File: config.mk
export PLATFORM = sky130hd
export DESIGN_NAME = branch_unit
export DESIGN_NICKNAME = d
export VERILOG_FILES = /design/src/rtl/branch_unit_pkg.sv /design/src/rtl/branch_unit_cmp.sv /design/src/rtl/branch_unit.sv
export SDC_FILE = /design/constraint.sdc
export NUM_CORES = 1
export LEC_CHECK = 0
export ABC_CLOCK_PERIOD_IN_PS = 800
export CAP_MARGIN = 10
export CORE_MARGIN = 4
export CORE_UTILIZATION = 40
export DETAILED_ROUTE_END_ITERATION = 7
export GPL_TIMING_DRIVEN = 0
export PLACE_DENSITY = 0.79
export SYNTH_ARGS = -nofsm -noshare
export SYNTH_HDL_FRONTEND = slang
export SYNTH_SLANG_ARGS = --single-unit
File: constraint.sdc
create_clock -name clk -period 0.8 [get_ports clk]
set_input_delay 0.16 -clock clk [delete_from_list [all_inputs] [get_ports clk]]
set_output_delay 0.16 -clock clk [all_outputs]
set_load 0.005 [all_outputs]
File: src/rtl/branch_unit_pkg.sv
// Shared constants for the RV32I branch resolution unit.
// funct3 encodings and PC sizing used by branch_unit and branch_cmp.
package branch_unit_pkg;

  localparam int XLEN = 32;

  localparam logic [XLEN-1:0] PC_STEP = 32'd4;

  localparam logic [2:0] BR_BEQ  = 3'b000;
  localparam logic [2:0] BR_BNE  = 3'b001;
  localparam logic [2:0] BR_BLT  = 3'b100;
  localparam logic [2:0] BR_BGE  = 3'b101;
  localparam logic [2:0] BR_BLTU = 3'b110;
  localparam logic [2:0] BR_BGEU = 3'b111;

endpackage

File: src/rtl/branch_unit_cmp.sv
// Combinational RV32I branch condition evaluator.
// Reserved funct3 codes 010/011 always evaluate false.
module branch_cmp
  import branch_unit_pkg::*;
(
  input  logic [XLEN-1:0] rsdata_a,
  input  logic [XLEN-1:0] rsdata_b,
  input  logic [2:0]      ctrl,
  output logic            comp_res,
  output logic            signed_en
);

  logic eq;
  logic lt;

  assign signed_en = ~ctrl[1];
  assign eq = (rsdata_a == rsdata_b);

  // one comparator shared by the signed and unsigned forms
  assign lt = signed_en
    ? ($signed(rsdata_a) < $signed(rsdata_b))
    : (rsdata_a < rsdata_b);

  always_comb begin
    comp_res = 1'b0;
    unique case (ctrl)
      BR_BEQ:  comp_res = eq;
      BR_BNE:  comp_res = ~eq;
      BR_BLT:  comp_res = lt;
      BR_BGE:  comp_res = ~lt;
      BR_BLTU: comp_res = lt;
      BR_BGEU: comp_res = ~lt;
      3'b010:  comp_res = 1'b0;
      3'b011:  comp_res = 1'b0;
    endcase
  end

endmodule

File: src/rtl/branch_unit.sv
// Execute-stage branch/jump resolution: next PC and redirect flag,
// registered one cycle after the operands are presented.
module branch_unit
  import branch_unit_pkg::*;
(
  input  logic            clk,
  input  logic            rst_n,
  input  logic [XLEN-1:0] pc,
  input  logic [XLEN-1:0] imm,
  input  logic [XLEN-1:0] rsdata_a,
  input  logic [XLEN-1:0] rsdata_b,
  input  logic [2:0]      ctrl,
  input  logic            jump_en,
  output logic [XLEN-1:0] next_pc,
  output logic            taken
);

  logic            comp_res;
  logic [XLEN-1:0] target;
  logic [XLEN-1:0] fall;
  logic [XLEN-1:0] next_pc_d;
  logic [XLEN-1:0] next_pc_q;
  logic            taken_d;
  logic            taken_q;

  branch_cmp u_cmp (
    .rsdata_a  (rsdata_a),
    .rsdata_b  (rsdata_b),
    .ctrl      (ctrl),
    .comp_res  (comp_res),
    .signed_en ()
  );

  // both adders wrap modulo 2^32 by construction
  assign target = pc + imm;
  assign fall   = pc + PC_STEP;

  assign taken_d   = jump_en | comp_res;
  assign next_pc_d = taken_d ? target : fall;

  always_ff @(posedge clk or negedge rst_n) begin
    if (!rst_n) begin
      next_pc_q <= '0;
      taken_q   <= 1'b0;
    end else begin
      next_pc_q <= next_pc_d;
      taken_q   <= taken_d;
    end
  end

  assign next_pc = next_pc_q;
  assign taken   = taken_q;

endmodule

=== After elaboration in Yosys (flattened, before gate mapping) ===
Cells that the tools add are included.

* Flip-flop bits (word level): 33
* Output and inout bits: 33
* Logic and storage cells: 24

* Add/subtract/negate cells: 2
* Order comparisons: 2
* Equal/unequal tests: 8
* Muxes and demuxes: 3
* Bitwise operators: 3
* Reduce and logical (&&, ||, !) cells: 4

{| class="wikitable"
|+ Operators by type and width
! kind !! number
|-
| 32-bit < comparator || 2
|-
| 32-bit by 3-bit adder with 32-bit output (second input constant) || 1
|-
| 32-bit adder || 1
|-
| 32-bit equality test || 1
|-
| 32-bit 2-to-1 mux || 1
|-
| 3-bit equality test (second input constant) || 4
|-
| 3-bit by 2-bit equality test with 1-bit output (second input constant) || 2
|-
| 2-bit OR reduction || 3
|-
| 1-bit case mux with 5 select lines || 1
|-
| 3-bit by 1-bit equality test with 1-bit output (second input constant) || 1
|-
| 3-bit zero test || 1
|-
| 1-bit inverter || 2
|-
| 1-bit 2-to-1 mux || 1
|-
| 1-bit bitwise OR || 1
|}

=== Logic depth before layout (Yosys ltp) ===
* Word-level depth: 6
* Gate-level depth with buffers: 12

=== Cells and area by module ===
A second synthesis with hierarchy kept.

* Cell total of the unflattened synthesis: 570
* Area total of the unflattened synthesis: 4309.1 um2

{| class="wikitable"
|+ Modules (own cells, without submodules)
! module !! times used !! cells an instance !! area each (um2)
|-
| branch_unit || 1 || 448 || 3444.6
|-
| branch_cmp || 1 || 122 || 864.6
|}

=== Worst setup path before layout ===
Ideal clock, no wire load.

* Kind: input port to flip-flop
* Start: input rsdata_b[31]
* End: register next_pc_q[3] (netlist: next_pc[3])
* Setup time: 125 ps
* Data arrival time: 2260 ps
* Slack: -1585 ps
* Stages on the path: 10
* Path buffers: 0
* Path through: inv_1 > ha_1 > nand4_1 > or4_4 > nor4_2 > o21bai_1 > a32oi_2 > nand2_4 > inv_4 > mux2_2

* Longest elaborated chain between the ends: 6

{| class="wikitable"
|+ Ends and longest elaborated chain
! what !! RTL line !! source
|-
| from (decl) || branch_unit.sv:11 || <nowiki>input logic [XLEN-1:0] rsdata_b,</nowiki>
|-
| 32-bit < comparator (on tied branches) || branch_unit_cmp.sv:21, branch_unit_cmp.sv:22 ||
|-
| 1-bit 2-to-1 mux || branch_unit_cmp.sv:21 || <nowiki>? ($signed(rsdata_a) < $signed(rsdata_b))</nowiki>
|-
| 1-bit inverter || branch_unit_cmp.sv:30, branch_unit_cmp.sv:32 ||
|-
| 1-bit case mux with 5 select lines (*) || branch_unit_cmp.sv:26 || <nowiki>unique case (ctrl)</nowiki>
|-
| 1-bit bitwise OR (*) || branch_unit.sv:38 || <nowiki>assign taken_d = jump_en | comp_res;</nowiki>
|-
| 32-bit 2-to-1 mux (*) || branch_unit.sv:39 || <nowiki>assign next_pc_d = taken_d ? target : fall;</nowiki>
|-
| named net next_pc_d[3] || branch_unit.sv:21 || <nowiki>logic [XLEN-1:0] next_pc_d;</nowiki>
|-
| to (signal assigned) || branch_unit.sv:46 || <nowiki>next_pc_q <= next_pc_d;</nowiki>
|-
| to (decl) || branch_unit.sv:22 || <nowiki>logic [XLEN-1:0] next_pc_q;</nowiki>
|}

The timed path passes the listed nets; every way through them passes the cells marked *.

=== Worst setup path in the final report ===
* Start: input imm[23]
* End: register next_pc_q[30] (netlist: next_pc[30])

* Longest elaborated chain between the ends: 2

{| class="wikitable"
|+ Ends and longest elaborated chain
! what !! RTL line !! source
|-
| from (decl) || branch_unit.sv:9 || <nowiki>input logic [XLEN-1:0] imm,</nowiki>
|-
| 32-bit adder || branch_unit.sv:35 || <nowiki>assign target = pc + imm;</nowiki>
|-
| 32-bit 2-to-1 mux || branch_unit.sv:39 ||
|-
| named net next_pc_d[30] || branch_unit.sv:21 ||
|}

The timed path passes the listed nets, and every way through them passes these cells.

==> impl_metrics.xml <==
<?xml version="1.0" encoding="UTF-8"?>
<metrics>
  <group name="sta">
    <metric name="setup_ws_post_layout" unit="ns">-1.52</metric>
    <metric name="final.min_clock_period" unit="ns">2.32</metric>
    <metric name="clock.fmax" unit="MHz">432</metric>
    <metric name="timing_max_transition_violations_final" unit="">0</metric>
    <metric name="rsz0062_at_grt" unit="">true</metric>
    <metric name="final-hold-violation-count" unit="">33</metric>
    <metric name="hold-worst-slack" unit="ns">-0.0635</metric>
    <metric name="setup_violations" unit="">66</metric>
    <metric name="max_slew.worst_pin.slew" unit="ns">0.764</metric>
    <metric name="fin_crit_sh" unit="%">289</metric>
    <metric name="relSlewSlack" unit="%">49.0</metric>
  </group>
  <group name="worst_setup_path">
    <metric name="cp-start-kind" unit="">primary input</metric>
    <metric name="critical_path_rt" unit="ns">0.97</metric>
    <metric name="critical_path_arrival" unit="ns">2.48</metric>
    <metric name="crit_start" unit="">imm[23]</metric>
    <metric name="endpoint_kind" unit="">flop</metric>
    <metric name="crit_path_max_fanout" unit="">2</metric>
    <metric name="worst-setup-path-type" unit="">primary input to flop</metric>
  </group>
  <group name="synth">
    <metric name="number_of_enable_flip_flop_cells_after_synthesis" unit="">0</metric>
    <metric name="postSynth.topFlopCell" unit="">dfrtp_1</metric>
    <metric name="synth_seq_cells" unit="">33</metric>
    <metric name="syn-mean-instance-area" unit="µm²">8.08</metric>
    <metric name="mappedNetlistArea" unit="µm²">4110</metric>
    <metric name="post_synth_fa_ha_maj_area_fraction" unit="%">20.0</metric>
    <metric name="synth_area_leaders" unit="">dfrtp_1 (20%), ha_1 (20%), xor2_1 (6.0%), a21oi_1 (5.7%), xnor2_1 (4.7%)</metric>
    <metric name="synth.net_count" unit="">707</metric>
    <metric name="async_flop_share" unit="%">100</metric>
    <metric name="synth_largest_area_cell" unit="">dfrtp_1</metric>
    <metric name="synthXorXnorAreaFrac" unit="%">10.7</metric>
    <metric name="synth_top_family_by_area" unit="">compound AO/OA/AOI/OAI gates</metric>
    <metric name="synth_cells" unit="">508</metric>
    <metric name="synth_mux_area_share" unit="%">0.792</metric>
    <metric name="synth_compound_gate_area_share" unit="%">23.6</metric>
    <metric name="yosysWarningCount" unit="">0</metric>
    <metric name="synthDominantCellAreaShare" unit="%">20.1</metric>
    <metric name="synth_simple_gate_area_share" unit="%">19.7</metric>
    <metric name="synth.lib_cells_used.distinct" unit="">58</metric>
    <metric name="yosysSeqAreaShare" unit="%">20.1</metric>
  </group>
  <group name="job">
    <metric name="maxCapViolations" unit="">0</metric>
  </group>
  <group name="finish">
    <metric name="area_delta_synth_final" unit="%">80.5</metric>
    <metric name="drive_gt1_share" unit="%">46.8</metric>
    <metric name="final_cell_area" unit="µm²">7410</metric>
    <metric name="antenna_cells_inserted" unit="">0</metric>
    <metric name="finish.net_count" unit="">935</metric>
  </group>
  <group name="grt">
    <metric name="grt_max_degree" unit="">34</metric>
    <metric name="track_usage" unit="%">25.5</metric>
    <metric name="antenna_found_initial" unit="">0</metric>
    <metric name="grt_overflow_total" unit="">0</metric>
    <metric name="grt_pass1_vias" unit="">5142</metric>
    <metric name="global_route_wire_length_before_repair" unit="µm">24200</metric>
  </group>
  <group name="power">
    <metric name="total_power" unit="W">0.00879</metric>
    <metric name="leakage_power_of_the_design" unit="nW">3.20</metric>
    <metric name="ir_worst_vdd" unit="µV">755</metric>
    <metric name="cellPowerDensity" unit="nW/µm²">1190</metric>
  </group>
  <group name="clock_network">
    <metric name="cts-buffers-inserted" unit="">5</metric>
    <metric name="clk_pin_slew" unit="ns">0.08</metric>
    <metric name="cts_htree_levels" unit="">2</metric>
    <metric name="clock_sink_count" unit="">33</metric>
    <metric name="clk_buf_depth" unit="">2</metric>
    <metric name="ctsRootBufferMaster" unit="">clkbuf_8</metric>
    <metric name="tritoncts" unit="">yes</metric>
  </group>
  <group name="drt">
    <metric name="via_per_inst" unit="">5.69</metric>
    <metric name="totalWireLength" unit="µm">17000</metric>
    <metric name="drc_errors" unit="">0</metric>
    <metric name="final_antenna_net_count" unit="">0</metric>
    <metric name="detailedRoute.firstPassIterationCount" unit="">4</metric>
    <metric name="wl_per_cell" unit="µm">19.5</metric>
    <metric name="route.vias.total" unit="">4953</metric>
    <metric name="detailedRoute.firstIterationViolations" unit="">228</metric>
  </group>
  <group name="die">
    <metric name="core_area" unit="µm²">9860</metric>
    <metric name="placementRows" unit="">36</metric>
    <metric name="floorplan.die_area" unit="µm²">12000</metric>
    <metric name="boundaryPins" unit="">167</metric>
    <metric name="start_util" unit="%">41.6</metric>
    <metric name="die_height" unit="µm">109</metric>
    <metric name="die_w" unit="µm">109</metric>
  </group>
  <group name="placement">
    <metric name="place_area" unit="µm²">6110</metric>
    <metric name="hpwl" unit="µm">11300</metric>
    <metric name="place.gp.congestion" unit="">0.852</metric>
    <metric name="place.port_buffers" unit="">166</metric>
  </group>
  <group name="outcome">
    <metric name="run_status" unit="">finished, violations left</metric>
    <metric name="failed_checks" unit="">hold timing, setup timing</metric>
  </group>
  <group name="hold_path">
    <metric name="hold_class" unit="">primary input to asynchronous set/reset pin</metric>
  </group>
</metrics>
[final cells by class]
class | count | area, µm²
plain buffers | 4 | 75.1
repair buffers | 224 | 1820
repair inverters | 1 | 16.3
multi-input cells | 426 | 4220
clock inverters | 1 | 5.00
inverters | 41 | 186
flip-flops and latches | 33 | 826
clock buffers | 7 | 96.3
fillers | 669 | 2450
well taps | 133 | 166
[per-stage QoR]
step / std cells / utilization [%] / setup TNS, ns / worst slack (ns)
final: 870 / 75.2 / -51.73 / -1.52
after global routing: 870 / 75.2 / -55.58 / -1.58
after global placement: 807 / 62.0 / -124.71 / -2.54
after floorplan: 508 / - / -48.12 / -1.55
after CTS: 862 / 70.9 / -51.71 / -1.50
after detailed placement: 807 / 61.9 / -88.49 / -2.59
[worst max-delay path: stages]
cell and delay, ns:
clkdlybuf4s50_1 0.41, ha_1 0.31, inv_1 0.11, o21bai_1 0.10, a21o_1 0.20, nand4b_1 0.24, and4_4 0.23, or4_1 0.50
a31o_1 0.23
[flip-flops by register name, indices dropped and copies added, names as in the netlist]
| signal | cells |
|---|---|
| next_pc | 32 |
| taken | 1 |
[cell usage after synthesis, drive strengths merged (14+ instances only)]
cell   count
inv       41
nand3     20
o21ai     31
a21o      14
ha        64
a21oi     48
xnor2     22
nor2      35
xor2      28
nand4     15
dfrtp     33
nand2     45
[routing by layer]
layer  global-route usage [%]  vias to the layer above  share of wire (%)
met5                        0                        -                  0
met4                     11.1                        0                4.3
met2                     47.3                      229                 50
li1                         -                     2301                  -
met3                     5.05                       64                7.4
met1                     28.0                     2359                 38
[logic make-up after synthesis]
family	Yosys count
simple gates	161
compound gates	147
fa+ha+maj	65
xor+xnor	50
buf+inv	49
flops	33
mux	3
[placed cells by master, fill, tap and decap left out, drive strengths merged, types with 8 or more instances in the layout]
cell type / instances
o211ai: 9
a21o: 14
nor2: 35
a21oi: 48
nand2: 45
dlygate4sd2: 32
nand4: 15
inv: 40
xnor2: 22
a31o: 8
clkdlybuf4s15: 10
o21ai: 31
o21a: 9
xor2: 28
and3: 9
buf: 151
nand3: 20
clkdlybuf4s50: 27
clkbuf: 13
dfrtp: 33
ha: 64
[path summary, 6_finish.rpt]
path	to	slack [ns]	cells after the start
hold / removal	next_pc[24]$_DFF_PN0_	-0.06	1
min in group clk	next_pc[0]$_DFF_PN0_	0.12	2
setup / recovery	next_pc[30]$_DFF_PN0_	-1.52	9
max in group asynchronous	next_pc[30]$_DFF_PN0_	0.37	1
[power by group]
group | internal (W) | switching, W | total [W]
Combinational | 0.00268 | 0.00255 | 0.00523
Clock | 0.000779 | 0.000668 | 0.00145
Sequential | 0.00202 | 0.0000896 | 0.00211
Total | 0.00548 | 0.00331 | 0.00879
[repair_timing]
action	in CTS	in global routing
setup buffers	49	9
endpoints found under the hold margin	33	5
gates cloned	3	1
endpoints found under the setup margin	66	66
pin swaps	81	38
resized for setup	560	92
Note: power is estimated with default switching activity, not from simulation.
